File: config.mk
export PLATFORM = sky130hd
export DESIGN_NAME = ifetch_sequencer_flat
export DESIGN_NICKNAME = d
export VERILOG_FILES = /design/src/rtl/coa_pkg.sv /design/src/rtl/ifetch_sequencer_if.sv /design/src/rtl/ifetch_sequencer.sv /design/src/flat_wrapper.sv
export SDC_FILE = /design/constraint.sdc
export NUM_CORES = 1
export LEC_CHECK = 0
export ABC_AREA = 1
export CAP_MARGIN = 20
export CORE_ASPECT_RATIO = 1.75
export CORE_MARGIN = 1.5
export CORE_UTILIZATION = 37
export CTS_BUF_LIST = sky130_fd_sc_hd__clkbuf_16
export DETAILED_ROUTE_END_ITERATION = 12
export GPL_TIMING_DRIVEN = 1
export PLACE_DENSITY = 0.78
export SYNTH_ARGS = -nofsm -noshare
export SYNTH_HDL_FRONTEND = slang
export SYNTH_SLANG_ARGS = --single-unit
File: constraint.sdc
create_clock -name clk -period 1.65 [get_ports clk]
set_input_delay 0.33 -clock clk [delete_from_list [all_inputs] [get_ports clk]]
set_output_delay 0.33 -clock clk [all_outputs]
set_load 0.02 [all_outputs]
File: src/rtl/coa_pkg.sv
// Shared definitions for the instruction-fetch slice.
//   - Opcode constants (instr[31:26]) for Halt and the branch family.
//   - Fetch sequencer state enumeration.
//   - Small decode helpers used by the fetch logic.
package coa_pkg;

  localparam logic [5:0] OP_HALT = 6'b111000;
  localparam logic [5:0] OP_BR   = 6'b011000;
  localparam logic [5:0] OP_BMI  = 6'b011001;
  localparam logic [5:0] OP_BZ   = 6'b011011;

  typedef enum logic [1:0] {
    FETCH  = 2'b00,
    DRAIN  = 2'b01,
    HALTED = 2'b10,
    FAULT  = 2'b11
  } fetch_state_e;

  // True when the instruction's opcode field matches the given Halt opcode.
  function automatic logic is_halt(input logic [31:0] instr, input logic [5:0] halt_op);
    return (instr[31:26] == halt_op);
  endfunction

  // True for any of the control-transfer opcodes resolved in execute.
  function automatic logic is_branch(input logic [31:0] instr);
    return (instr[31:26] == OP_BR) || (instr[31:26] == OP_BMI) || (instr[31:26] == OP_BZ);
  endfunction

endpackage

File: src/rtl/ifetch_sequencer_if.sv
// Bundle of the fetch sequencer's memory, decode-handshake, execute-redirect
// and status signals.
//   master : the fetch sequencer (drives PC/IR/status, samples memory data,
//            decode ready, redirects and halt commit)
//   slave  : the surrounding pipeline / memory (the opposite directions)
interface ifetch_sequencer_if;

  logic [31:0] imem_addr;        // word index into instruction memory (= PC)
  logic [31:0] imem_data;        // combinational read data for imem_addr
  logic [31:0] ir;               // latched instruction
  logic [31:0] ir_pc;            // PC of the instruction held in ir
  logic        ir_valid;         // ir holds an undelivered instruction
  logic        ir_ready;         // decode accepts ir this cycle
  logic        redirect_valid;   // execute redirects fetch, flushing ir
  logic [31:0] redirect_target;  // absolute word index of the new PC
  logic        halt_commit;      // pending Halt has retired
  logic        halted;           // sticky: Halt committed
  logic        fault;            // sticky: fetch attempted out of range
  logic [31:0] fetch_count;      // instructions accepted by decode

  modport master (
    output imem_addr,
    input  imem_data,
    output ir,
    output ir_pc,
    output ir_valid,
    input  ir_ready,
    input  redirect_valid,
    input  redirect_target,
    input  halt_commit,
    output halted,
    output fault,
    output fetch_count
  );

  modport slave (
    input  imem_addr,
    output imem_data,
    input  ir,
    input  ir_pc,
    input  ir_valid,
    output ir_ready,
    output redirect_valid,
    output redirect_target,
    output halt_commit,
    input  halted,
    input  fault,
    input  fetch_count
  );

endinterface

File: src/rtl/ifetch_sequencer.sv
// Fetch controller for a word-indexed, combinational-read instruction memory.
// Owns the PC, latches one instruction at a time into a single IR slot that
// is handed to decode with a valid/ready handshake, follows execute
// redirects, pauses after fetching a Halt until it commits or is squashed,
// and stops with a sticky fault on a fetch at PC >= DEPTH.
//
// Ports:
//   clk  : single clock, all state updates on posedge
//   rsta : synchronous active-high reset
//   bus  : ifetch_sequencer_if.master (memory address/data, IR handshake,
//          redirect, halt commit, halted/fault status, fetch counter)
//
// All outputs are taken straight from registers; imem_addr is the PC.
module ifetch_sequencer
  import coa_pkg::*;
#(
  parameter int unsigned DEPTH       = 128,
  parameter logic [31:0] RESET_PC    = 32'd0,
  parameter logic [5:0]  HALT_OPCODE = OP_HALT
) (
  input  logic clk,
  input  logic rsta,
  ifetch_sequencer_if.master bus
);

  localparam logic [31:0] DEPTH_W = 32'(DEPTH);

  fetch_state_e state_r, state_n;
  logic [31:0]  pc_r, pc_n;
  logic [31:0]  ir_r, ir_n;
  logic [31:0]  ir_pc_r, ir_pc_n;
  logic         ir_valid_r, ir_valid_n;
  logic         halted_r, halted_n;
  logic         fault_r, fault_n;
  logic [31:0]  fetch_count_r, fetch_count_n;
  logic         accept_s;
  logic         slot_free_s;

  // Next-state, fetch decision and handshake accounting.
  always_comb begin
    state_n     = state_r;
    pc_n        = pc_r;
    ir_n        = ir_r;
    ir_pc_n     = ir_pc_r;
    ir_valid_n  = ir_valid_r;
    halted_n    = halted_r;
    fault_n     = fault_r;
    accept_s    = 1'b0;
    slot_free_s = (~ir_valid_r) | bus.ir_ready;

    case (state_r)
      FETCH: begin
        accept_s = ir_valid_r & bus.ir_ready;
        if (bus.redirect_valid) begin
          // Redirect cycle never fetches; the new target is range-checked
          // only when it is actually fetched on a later edge.
          pc_n       = bus.redirect_target;
          ir_valid_n = 1'b0;
        end else if (slot_free_s) begin
          if (pc_r < DEPTH_W) begin
            ir_n       = bus.imem_data;
            ir_pc_n    = pc_r;
            ir_valid_n = 1'b1;
            pc_n       = pc_r + 32'd1;
            if (is_halt(bus.imem_data, HALT_OPCODE)) begin
              state_n = DRAIN;
            end else begin
              state_n = FETCH;
            end
          end else begin
            fault_n    = 1'b1;
            ir_valid_n = 1'b0;
            state_n    = FAULT;
          end
        end else begin
          // Decode stalled with an occupied slot: hold PC and IR.
          ir_valid_n = ir_valid_r;
        end
      end

      DRAIN: begin
        accept_s = ir_valid_r & bus.ir_ready;
        if (bus.redirect_valid) begin
          // Halt was on a mispredicted path; resume fetching at the target.
          pc_n       = bus.redirect_target;
          ir_valid_n = 1'b0;
          state_n    = FETCH;
        end else if (bus.halt_commit) begin
          halted_n   = 1'b1;
          ir_valid_n = 1'b0;
          state_n    = HALTED;
        end else if (accept_s) begin
          // The Halt (or whatever is in IR) has been delivered; nothing follows.
          ir_valid_n = 1'b0;
        end else begin
          ir_valid_n = ir_valid_r;
        end
      end

      HALTED: begin
        ir_valid_n = 1'b0;
      end

      FAULT: begin
        ir_valid_n = 1'b0;
      end

      default: begin
        // Unreachable encoding: park safely in FAULT with no valid IR.
        state_n    = FAULT;
        fault_n    = 1'b1;
        ir_valid_n = 1'b0;
      end
    endcase

    fetch_count_n = fetch_count_r + {31'd0, accept_s};
  end

  // PC, IR, status and state registers with synchronous reset.
  always_ff @(posedge clk) begin
    if (rsta) begin
      state_r       <= FETCH;
      pc_r          <= RESET_PC;
      ir_r          <= 32'd0;
      ir_pc_r       <= 32'd0;
      ir_valid_r    <= 1'b0;
      halted_r      <= 1'b0;
      fault_r       <= 1'b0;
      fetch_count_r <= 32'd0;
    end else begin
      state_r       <= state_n;
      pc_r          <= pc_n;
      ir_r          <= ir_n;
      ir_pc_r       <= ir_pc_n;
      ir_valid_r    <= ir_valid_n;
      halted_r      <= halted_n;
      fault_r       <= fault_n;
      fetch_count_r <= fetch_count_n;
    end
  end

  assign bus.imem_addr   = pc_r;
  assign bus.ir          = ir_r;
  assign bus.ir_pc       = ir_pc_r;
  assign bus.ir_valid    = ir_valid_r;
  assign bus.halted      = halted_r;
  assign bus.fault       = fault_r;
  assign bus.fetch_count = fetch_count_r;

endmodule

File: src/flat_wrapper.sv
// flat-port wrapper written by rule: the top's interface ports become plain ports
module ifetch_sequencer_flat import coa_pkg::*;
#(
  parameter int unsigned DEPTH       = 128,
  parameter logic [31:0] RESET_PC    = 32'd0,
  parameter logic [5:0]  HALT_OPCODE = OP_HALT
)
  (clk, rsta, bus_imem_addr, bus_imem_data, bus_ir, bus_ir_pc, bus_ir_valid, bus_ir_ready, bus_redirect_valid, bus_redirect_target, bus_halt_commit, bus_halted, bus_fault, bus_fetch_count);
  ifetch_sequencer_if bus_i ();
  input  logic clk;
  input  logic rsta;
  output wire logic [$bits(bus_i.imem_addr)-1:0] bus_imem_addr;
  input wire logic [$bits(bus_i.imem_data)-1:0] bus_imem_data;
  output wire logic [$bits(bus_i.ir)-1:0] bus_ir;
  output wire logic [$bits(bus_i.ir_pc)-1:0] bus_ir_pc;
  output wire logic [$bits(bus_i.ir_valid)-1:0] bus_ir_valid;
  input wire logic [$bits(bus_i.ir_ready)-1:0] bus_ir_ready;
  input wire logic [$bits(bus_i.redirect_valid)-1:0] bus_redirect_valid;
  input wire logic [$bits(bus_i.redirect_target)-1:0] bus_redirect_target;
  input wire logic [$bits(bus_i.halt_commit)-1:0] bus_halt_commit;
  output wire logic [$bits(bus_i.halted)-1:0] bus_halted;
  output wire logic [$bits(bus_i.fault)-1:0] bus_fault;
  output wire logic [$bits(bus_i.fetch_count)-1:0] bus_fetch_count;
  assign bus_imem_addr = bus_i.imem_addr;
  assign bus_i.imem_data = bus_imem_data;
  assign bus_ir = bus_i.ir;
  assign bus_ir_pc = bus_i.ir_pc;
  assign bus_ir_valid = bus_i.ir_valid;
  assign bus_i.ir_ready = bus_ir_ready;
  assign bus_i.redirect_valid = bus_redirect_valid;
  assign bus_i.redirect_target = bus_redirect_target;
  assign bus_i.halt_commit = bus_halt_commit;
  assign bus_halted = bus_i.halted;
  assign bus_fault = bus_i.fault;
  assign bus_fetch_count = bus_i.fetch_count;
  ifetch_sequencer #(.DEPTH(DEPTH), .RESET_PC(RESET_PC), .HALT_OPCODE(HALT_OPCODE)) u_core (.clk(clk), .rsta(rsta), .bus(bus_i));
endmodule
### After elaboration in Yosys (flattened, before gate mapping)

Cells that the tools add are included.

| storage, ports and cells | value |
|---|---|
| register bits after elaboration | 133 |
| bits in latches | 0 |
| RAM bits | 0 |
| ROM bits | 0 |
| output and inout port bits | 131 |
| logic and storage cells | 57 |
| memories | 0 |

| operators by class | value |
|---|---|
| add/subtract/negate cells | 2 |
| multiply operators | 0 |
| divide/modulo/power cells | 0 |
| magnitude comparators | 1 |
| eq/ne operators | 11 |
| shifts and indexed selects | 0 |
| muxes and demuxes | 20 |
| bitwise gates (word level) | 5 |
| reductions and logical operators | 10 |

Operators by type and width:

| operator | number |
|---|---|
| $mux 32 | 4 |
| $pmux 32 s2 | 1 |
| $add 32x1->32 | 1 |
| $add 32x1->32 const B | 1 |
| $lt 32x8->1 const B | 1 |
| $reduce_and 4->1 | 4 |
| $mux 2 | 5 |
| $mux 1 | 8 |
| $eq 6x6->1 const B | 1 |
| $ne 3x2->1 const B | 2 |
| $eq 2x2->1 const B | 2 |
| $ne 2x2->1 const B | 2 |
| $ne 4x3->1 const B | 1 |
| $pmux 2 s2 | 1 |
| $reduce_or 2->1 | 2 |
| $ne 3x3->1 const B | 1 |
| $not 1->1 | 3 |
| $pmux 1 s3 | 1 |
| $reduce_and 3->1 | 1 |
| $eq 2x1->1 const B | 1 |
| $logic_not 2->1 | 1 |
| $ne 2x1->1 const B | 1 |
| $reduce_and 2->1 | 1 |
| $reduce_bool 2->1 | 1 |
| other kinds (2) | 2 |

### Depth between registers and ports, before layout

Gate-level depths: netlist of run 1.

| logic depth | value |
|---|---|
| word-level depth | 6 |
| gate-level depth with buffers | 14 |

### Worst setup path after synthesis of run 1

OpenSTA, ideal clock, no wires.

| timing path | value |
|---|---|
| path type | reg-to-reg |
| from | register u_core.ir_valid_r, in the netlist u_core.bus.ir_valid |
| to | register u_core.fetch_count_r[30], in the netlist u_core.bus.fetch_count[30] |
| setup time | 0.118 ns |
| data arrival time | 1.810 ns |
| required time | 1.532 ns |
| setup slack | -0.278 ns |
| cell stages (with the launch flop) | 14 |
| path buffers | 0 |
| clock period less this slack | 1.928 ns |
| cell sequence | dfxtp_1 nand2_1 nor2_1 ha_1 ha_1 nand2_1 nor2_1 nand2_2 nor2_4 nand2_4 nor2_8 nand2_4 nor3_1 nor2_1 |

| on the way | value |
|---|---|
| cells in the longest elaborated chain, start to end | 3 |

Ends and longest elaborated chain:

| item | RTL line | RTL |
|---|---|---|
| from (decl) | ifetch_sequencer.sv:32 | `logic ir_valid_r, ir_valid_n;` |
| from (signal assigned) | ifetch_sequencer.sv:135 | `ir_valid_r <= ir_valid_n;` |
| $and 1x1->1 | ifetch_sequencer.sv:53, ifetch_sequencer.sv:82 |  |
| $mux 1 | -- |  |
| $add 32x1->32 | ifetch_sequencer.sv:116 | `fetch_count_n = fetch_count_r + {31'd0, accept_s};` |
| to (signal assigned) | ifetch_sequencer.sv:138 | `fetch_count_r <= fetch_count_n;` |
| to (decl) | ifetch_sequencer.sv:35 | `logic [31:0] fetch_count_r, fetch_count_n;` |

Every way passes these cells.
A chain may end at the register's enable or synchronous reset.

### Final worst setup path of run 1

Ends and elaborated chain as after synthesis.

==> impl_metrics.ini, run 1 <==
[final_layout]
diodes = 0
layout_common_cells = 194 x nor2_1, 194 x nand2_1, 130 x dlygate4sd2_1
fin_util_pct = 61.2
drive_gt1_share_pct = 21.4
final_cells = 1472
area_growth_pct = 62.8
num-nets-final = 1304
final_area_um2 = 10300

[pwr]
leakagePower_nw = 4.81
peakVddDrop_uv = 660
power_density_nw_per_um2 = 945

[floorplan]
initial_utilization_pct = 37.6
die_y_um = 176
coreArea_um2 = 16800
ios = 200
dieWidth_um = 102
die_area_um2 = 17900
rows = 63

[clock_network]
worstSkewPairLatency_ns = 0.42
clockBufferDepth = 2
cts_max_level = 4
clk_pin_slew_ns = 0.06
cts.sinks = 133
cts_root_buf = clkbuf_16
cts_tree = yes
cts_buffers = 17

[placement]
dp_cells = 1410
gp_congestion = 0.947
dpl_cell_area_um2 = 9080
io_buffer_count = 199
dp_hpwl_mm = 14.8

[run]
maxCapViolCount = 0

[grt]
grt_pass1_vias = 7060
grt_usage_pct = 23.2
antenna_found_initial = 0
grt_pass1_wl_mm = 32.7
grt_max_degree = 59
grt_remaining_overflow = 0

[sta]
finalSetupViolCount = 18
grt_setup_unrepaired = true
clock.fmax_mhz = 520
finClkSkew_ns = 0.0123
final_hold_viol_count = 0
tightestPinTransition_ns = 0.404
period_minus_slack_ns = 1.92
worst_slack_ns = -0.275
slew_headroom_pct = 72.8
report.final.slew_viol_count = 0
fin_crit_sh_pct = 117

[yosys]
synth_area_um2 = 6310
avgSynthCellArea_um2 = 6.72
synth_seq_area_share_pct = 42.2
ys_ff_latch = 133
syn_nets = 1011
yosysUniqueCellTypes = 37
ys_warn_count = 0
synthCells = 939

[setup_path]
cp.buffers_inverters = 0
endpoint_kind = flop
cp_slowest_cell = dfxtp_4
crit_type = reg -> reg
cp.arrival_ns = 2.28
crit_top_cell = nand2_4
critPathRequiredTime_ns = 2.00
cp_slowest_stage_delay_ns = 0.37
cp-start-kind = flop
crit_family = simple AND/OR/NAND/NOR gates
cp_max_fo = 4
path_cells = nand2_1 -> nor2_1 -> ha_2 -> ha_4 -> nand2_4 -> nor2_4 -> nand2_4 -> nor2_4 -> nand2_4 -> nor2_8 -> nand2_4 -> o21ai_2 -> nand2_1 -> nor2_1

[drt]
ant_nets = 0
drc = 0
avgRoutedWirePerCell_um = 14.9
drt-total-wl_mm = 22.0
via_count = 7353
drt_iter0_drc = 303
vias_per_cell = 5.00
dr.pass1.iters = 5

[min_path]
min_path_type = in -> reg

[run_status]
outcome = complete, but fails checks
violations = negative setup slack
[final timing paths]
check	startpoint	end	slack, ns	cells past startpoint
worst max register to register	u_core.bus.ir_valid	u_core.bus.fetch_count[30]	-0.27	14
worst max-delay path	u_core.bus.ir_valid	u_core.bus.fetch_count[30]	-0.27	14
worst min register to register	u_core.bus.ir_pc[15]	u_core.bus.ir_pc[15]	0.43	2
worst min-delay path	rsta	u_core.bus.ir_pc[8]	0.39	3
[sequential cells by signal, indices dropped and copies added, names as in the netlist]
| signal | flops |
|---|---|
| u_core.bus.fetch_count | 32 |
| u_core.bus.imem_addr | 32 |
| u_core.bus.ir | 32 |
| u_core.bus.ir_pc | 32 |
| u_core.state_r | 2 |
| u_core.bus.fault | 1 |
| u_core.bus.halted | 1 |
| u_core.bus.ir_valid | 1 |
[synth_stat cells, drive strengths merged]
library cell,count,area [um^2]
a211oi,2,15.0
a21o,1,7.51
a21oi,55,275
a31oi,4,25.0
and3,2,12.5
buf,22,171
clkbuf,14,52.6
dfxtp,133,2660
ha,3,37.5
inv,75,284
nand2,210,818
nand3,40,205
nand3b,10,75.1
nand4,9,56.3
nor2,247,996
nor3,11,55.1
nor3b,3,22.5
nor4,3,18.8
o21a,5,37.5
o21ai,82,414
or2,2,12.5
xnor2,3,26.3
xor2,3,26.3
[metal layers]
metal,track usage [%],share of wire (%),up-vias
li1,-,-,3587
met3,6.33,6.4,110
met1,22.8,36,3369
met4,16.6,6.7,0
met2,40.6,51,287
met5,0,0,-
[power breakdown]
part / switching [mW] / total [mW] / internal (mW) / leakage (nW)
logic: 1.34 / 2.42 / 1.08 / 3.46
registers: 0.159 / 3.57 / 3.41 / 1.08
clock network: 1.60 / 3.72 / 2.11 / 0.273
total: 3.10 / 9.70 / 6.60 / 4.81
[metrics by stage]
step | hold WS (ns) | total power, mW | TNS (ns) | setup WS [ns]
after floorplan | 0.465 | 4.69 | -0.632 | -0.127
after global placement | 0.424 | 5.71 | -42.44 | -0.661
after detailed placement | 0.426 | 5.73 | -45.27 | -0.708
after CTS | 0.374 | 9.31 | -2.15 | -0.219
after global routing | 0.395 | 10.1 | -8.78 | -0.386
final | 0.388 | 9.70 | -2.87 | -0.275
[cells by family after synthesis]
| kind of cell | share of synthesized area [%] |
|---|---|
| xor+xnor | 0.833 |
| simple gates | 36.0 |
| buf+inv | 8.05 |
| fa+ha+maj | 0.595 |
| flops | 42.2 |
| compound gates | 12.3 |
[timing repair]
action                     4_1_cts  5_1_grt
gates resized for setup        155      129
cloned                           0        5
setup endpoints to repair      189      123
setup buffers                    5       20
hold buffers                     0        0
pin swaps                        6       46
[worst register-to-register path: cells and delay by family (launching register included)]
kind | cells | cell delay (ns)
compound gates | 1 | 0.12
fa+ha+maj | 2 | 0.37
flops | 1 | 0.37
simple gates | 11 | 1.01
[layout make-up]
class,count,area (um^2)
Clock buffer,17,425
Clock inverter,15,144
Fill cell,1462,6520
Inverter,75,292
Multi-Input combinational cell,695,3540
Sequential cell,133,2690
Tap cell,227,284
Timing Repair Buffer,310,2890
Power figures use the tool's default switching activity.
==> inputs of run 2 (changes only) <==
--- a/config.mk
+++ b/config.mk
@@ -12,8 +12,10 @@
 export CORE_UTILIZATION = 37
 export CTS_BUF_LIST = sky130_fd_sc_hd__clkbuf_16
 export DETAILED_ROUTE_END_ITERATION = 12
+export GPL_ROUTABILITY_DRIVEN = 0
 export GPL_TIMING_DRIVEN = 1
 export PLACE_DENSITY = 0.78
+export SKIP_LAST_GASP = 1
 export SYNTH_ARGS = -nofsm -noshare
 export SYNTH_HDL_FRONTEND = slang
 export SYNTH_SLANG_ARGS = --single-unit
==> run 2 against run 1 <==
Against the previous run: clock power hardly changed; the flow still finishes with violations (negative setup slack); register-to-register slack worse by 0.09 ns; count of clock-buffer cells in the layout stayed put; combinational power is 8.7% higher; sequential power hardly changed; non-clock buffer count is 17 higher; wire length is 9.0% higher; setup slack worse by 0.086 ns; via count is 4.0% higher; die area stayed put; cell count is 1.2% higher; largest cell class unchanged.
==> impl_metrics.ini, run 2 (synthesis gave the netlist of run 1 again) <==
[min_path]
hold_start = rsta
min_path_type = in -> reg

[setup_path]
cp_max_fo = 4
path_cells = nand2_4 -> nor2_4 -> ha_4 -> ha_4 -> nand2_4 -> nor2_4 -> nand2_2 -> nor2_4 -> nand2_4 -> buf_4 -> nor3_4 -> o21ai_2 -> a21oi_2
crit_path_start = u_core.bus.ir_valid
cp-start-kind = flop
crit_type = reg -> reg
cp_slowest_cell = dfxtp_4
endpoint_kind = flop
rr_startpoint = u_core.bus.ir_valid
cp_slowest_stage_delay_ns = 0.38
critPathRequiredTime_ns = 1.99
cp.arrival_ns = 2.35

[clock_network]
clk_pin_slew_ns = 0.06
cts_tree = yes
clockBufferDepth = 2
cts.sinks = 133
cts_max_level = 4
cts_buffers = 17
worstSkewPairLatency_ns = 0.42
cts_root_buf = clkbuf_16

[sta]
worst_slack_ns = -0.361
final_hold_viol_count = 0
finClkSkew_ns = 0.0129
period_minus_slack_ns = 2.01
slew_headroom_pct = 67.6
tightestPinTransition_ns = 0.481
grt_setup_unrepaired = true
finalSetupViolCount = 36
clock.fmax_mhz = 497
report.final.slew_viol_count = 0
fin_crit_sh_pct = 122

[final_layout]
drive_gt1_share_pct = 27.2
diodes = 0
area_growth_pct = 73.7
num-nets-final = 1322
final_cells = 1490
final_area_um2 = 11000
multi_input_area_um2 = 3910
seq_area_um2 = 2680
fillers = 1336
layout_common_cells = 180 x nand2_1, 162 x nor2_1, 132 x dlygate4sd2_1
layout_commonest_cell = nand2_1

[floorplan]
ios = 200
die_y_um = 176
rows = 63
dieWidth_um = 102
initial_utilization_pct = 37.6
coreArea_um2 = 16800
die_area_um2 = 17900

[pwr]
leakagePower_nw = 4.98
peakVddDrop_uv = 811
fin_total_pwr_mw = 9.94
power_density_nw_per_um2 = 907

[drt]
ant_nets = 0
dr.pass1.iters = 7
avgRoutedWirePerCell_um = 16.1
drt_iter0_drc = 370
via_count = 7646
drc = 0
drt-total-wl_mm = 23.9
vias_per_cell = 5.13

[grt]
grt_pass1_vias = 7145
grt_max_degree = 56
antenna_found_initial = 0
grt_usage_pct = 23.4
grt_pass1_wl_mm = 33.2
grt_remaining_overflow = 0

[placement]
io_buffer_count = 199
dp_hpwl_mm = 15.1
dp_cells = 1416
dpl_cell_area_um2 = 9130

[run_status]
violations = negative setup slack
outcome = complete, but fails checks

[run]
maxCapViolCount = 0
run 2: worst paths after layout:
check / endpoint / slack, ns / cells past startpoint
worst max register to register: u_core.bus.fetch_count[24] / -0.36 / 13
worst max-delay path: u_core.bus.fetch_count[24] / -0.36 / 13
worst min-delay path: u_core.bus.ir[26] / 0.31 / 4
worst min register to register: u_core.bus.ir_pc[21] / 0.43 / 2
run 2: power by group:
part           leakage, nW  total (mW)  internal [mW]  switching [mW]
clock network        0.269        3.75           2.12            1.63
logic                 3.63        2.63           1.17            1.46
registers             1.08        3.56           3.40           0.154
total                 4.98        9.94           6.69            3.25
run 2: worst max-delay path: cells and delay by family, from the launching register on:
| kind | cells | cell delay [ns] |
|---|---|---|
| simple gates | 8 | 0.87 |
| flops | 1 | 0.38 |
| fa+ha+maj | 2 | 0.30 |
| compound gates | 2 | 0.23 |
| buf+inv | 1 | 0.16 |
run 2: final cells by class:
| cell class | count | share of cell area, % |
|---|---|---|
| Multi-Input combinational cell | 696 | 35.7 |
| Timing Repair Buffer | 327 | 29.2 |
| Sequential cell | 133 | 24.5 |
| Clock buffer | 17 | 3.88 |
| Inverter | 75 | 2.79 |
| Tap cell | 227 | 2.59 |
| Clock inverter | 15 | 1.34 |
run 2: per-layer routing:
metal / vias up / track usage [%] / wire length, um
li1: 3629 / - / -
met1: 3549 / 23.1 / 8140
met2: 351 / 42.7 / 12800
met3: 117 / 5.85 / 1590
met4: 0 / 14.2 / 1410
met5: - / 0 / 0
run 2: through the flow:
step                      hold WS [ns]  setup TNS (ns)  utilization, %  setup slack [ns]
final                            0.306           -4.14            65.3            -0.361
after global routing             0.326          -10.81            65.3            -0.439
after CTS                        0.298           -2.06            57.4            -0.239
after detailed placement         0.426          -46.62            54.4            -0.718
after global placement           0.425          -43.05            54.4            -0.671
after floorplan                  0.465          -0.632               -            -0.127
run 2: repair_timing:
action,CTS,global route
pin swaps,6,57
gates resized for setup,152,248
endpoints found under the setup margin,190,122
setup buffers,4,22
hold buffers,0,0
cloned,0,16
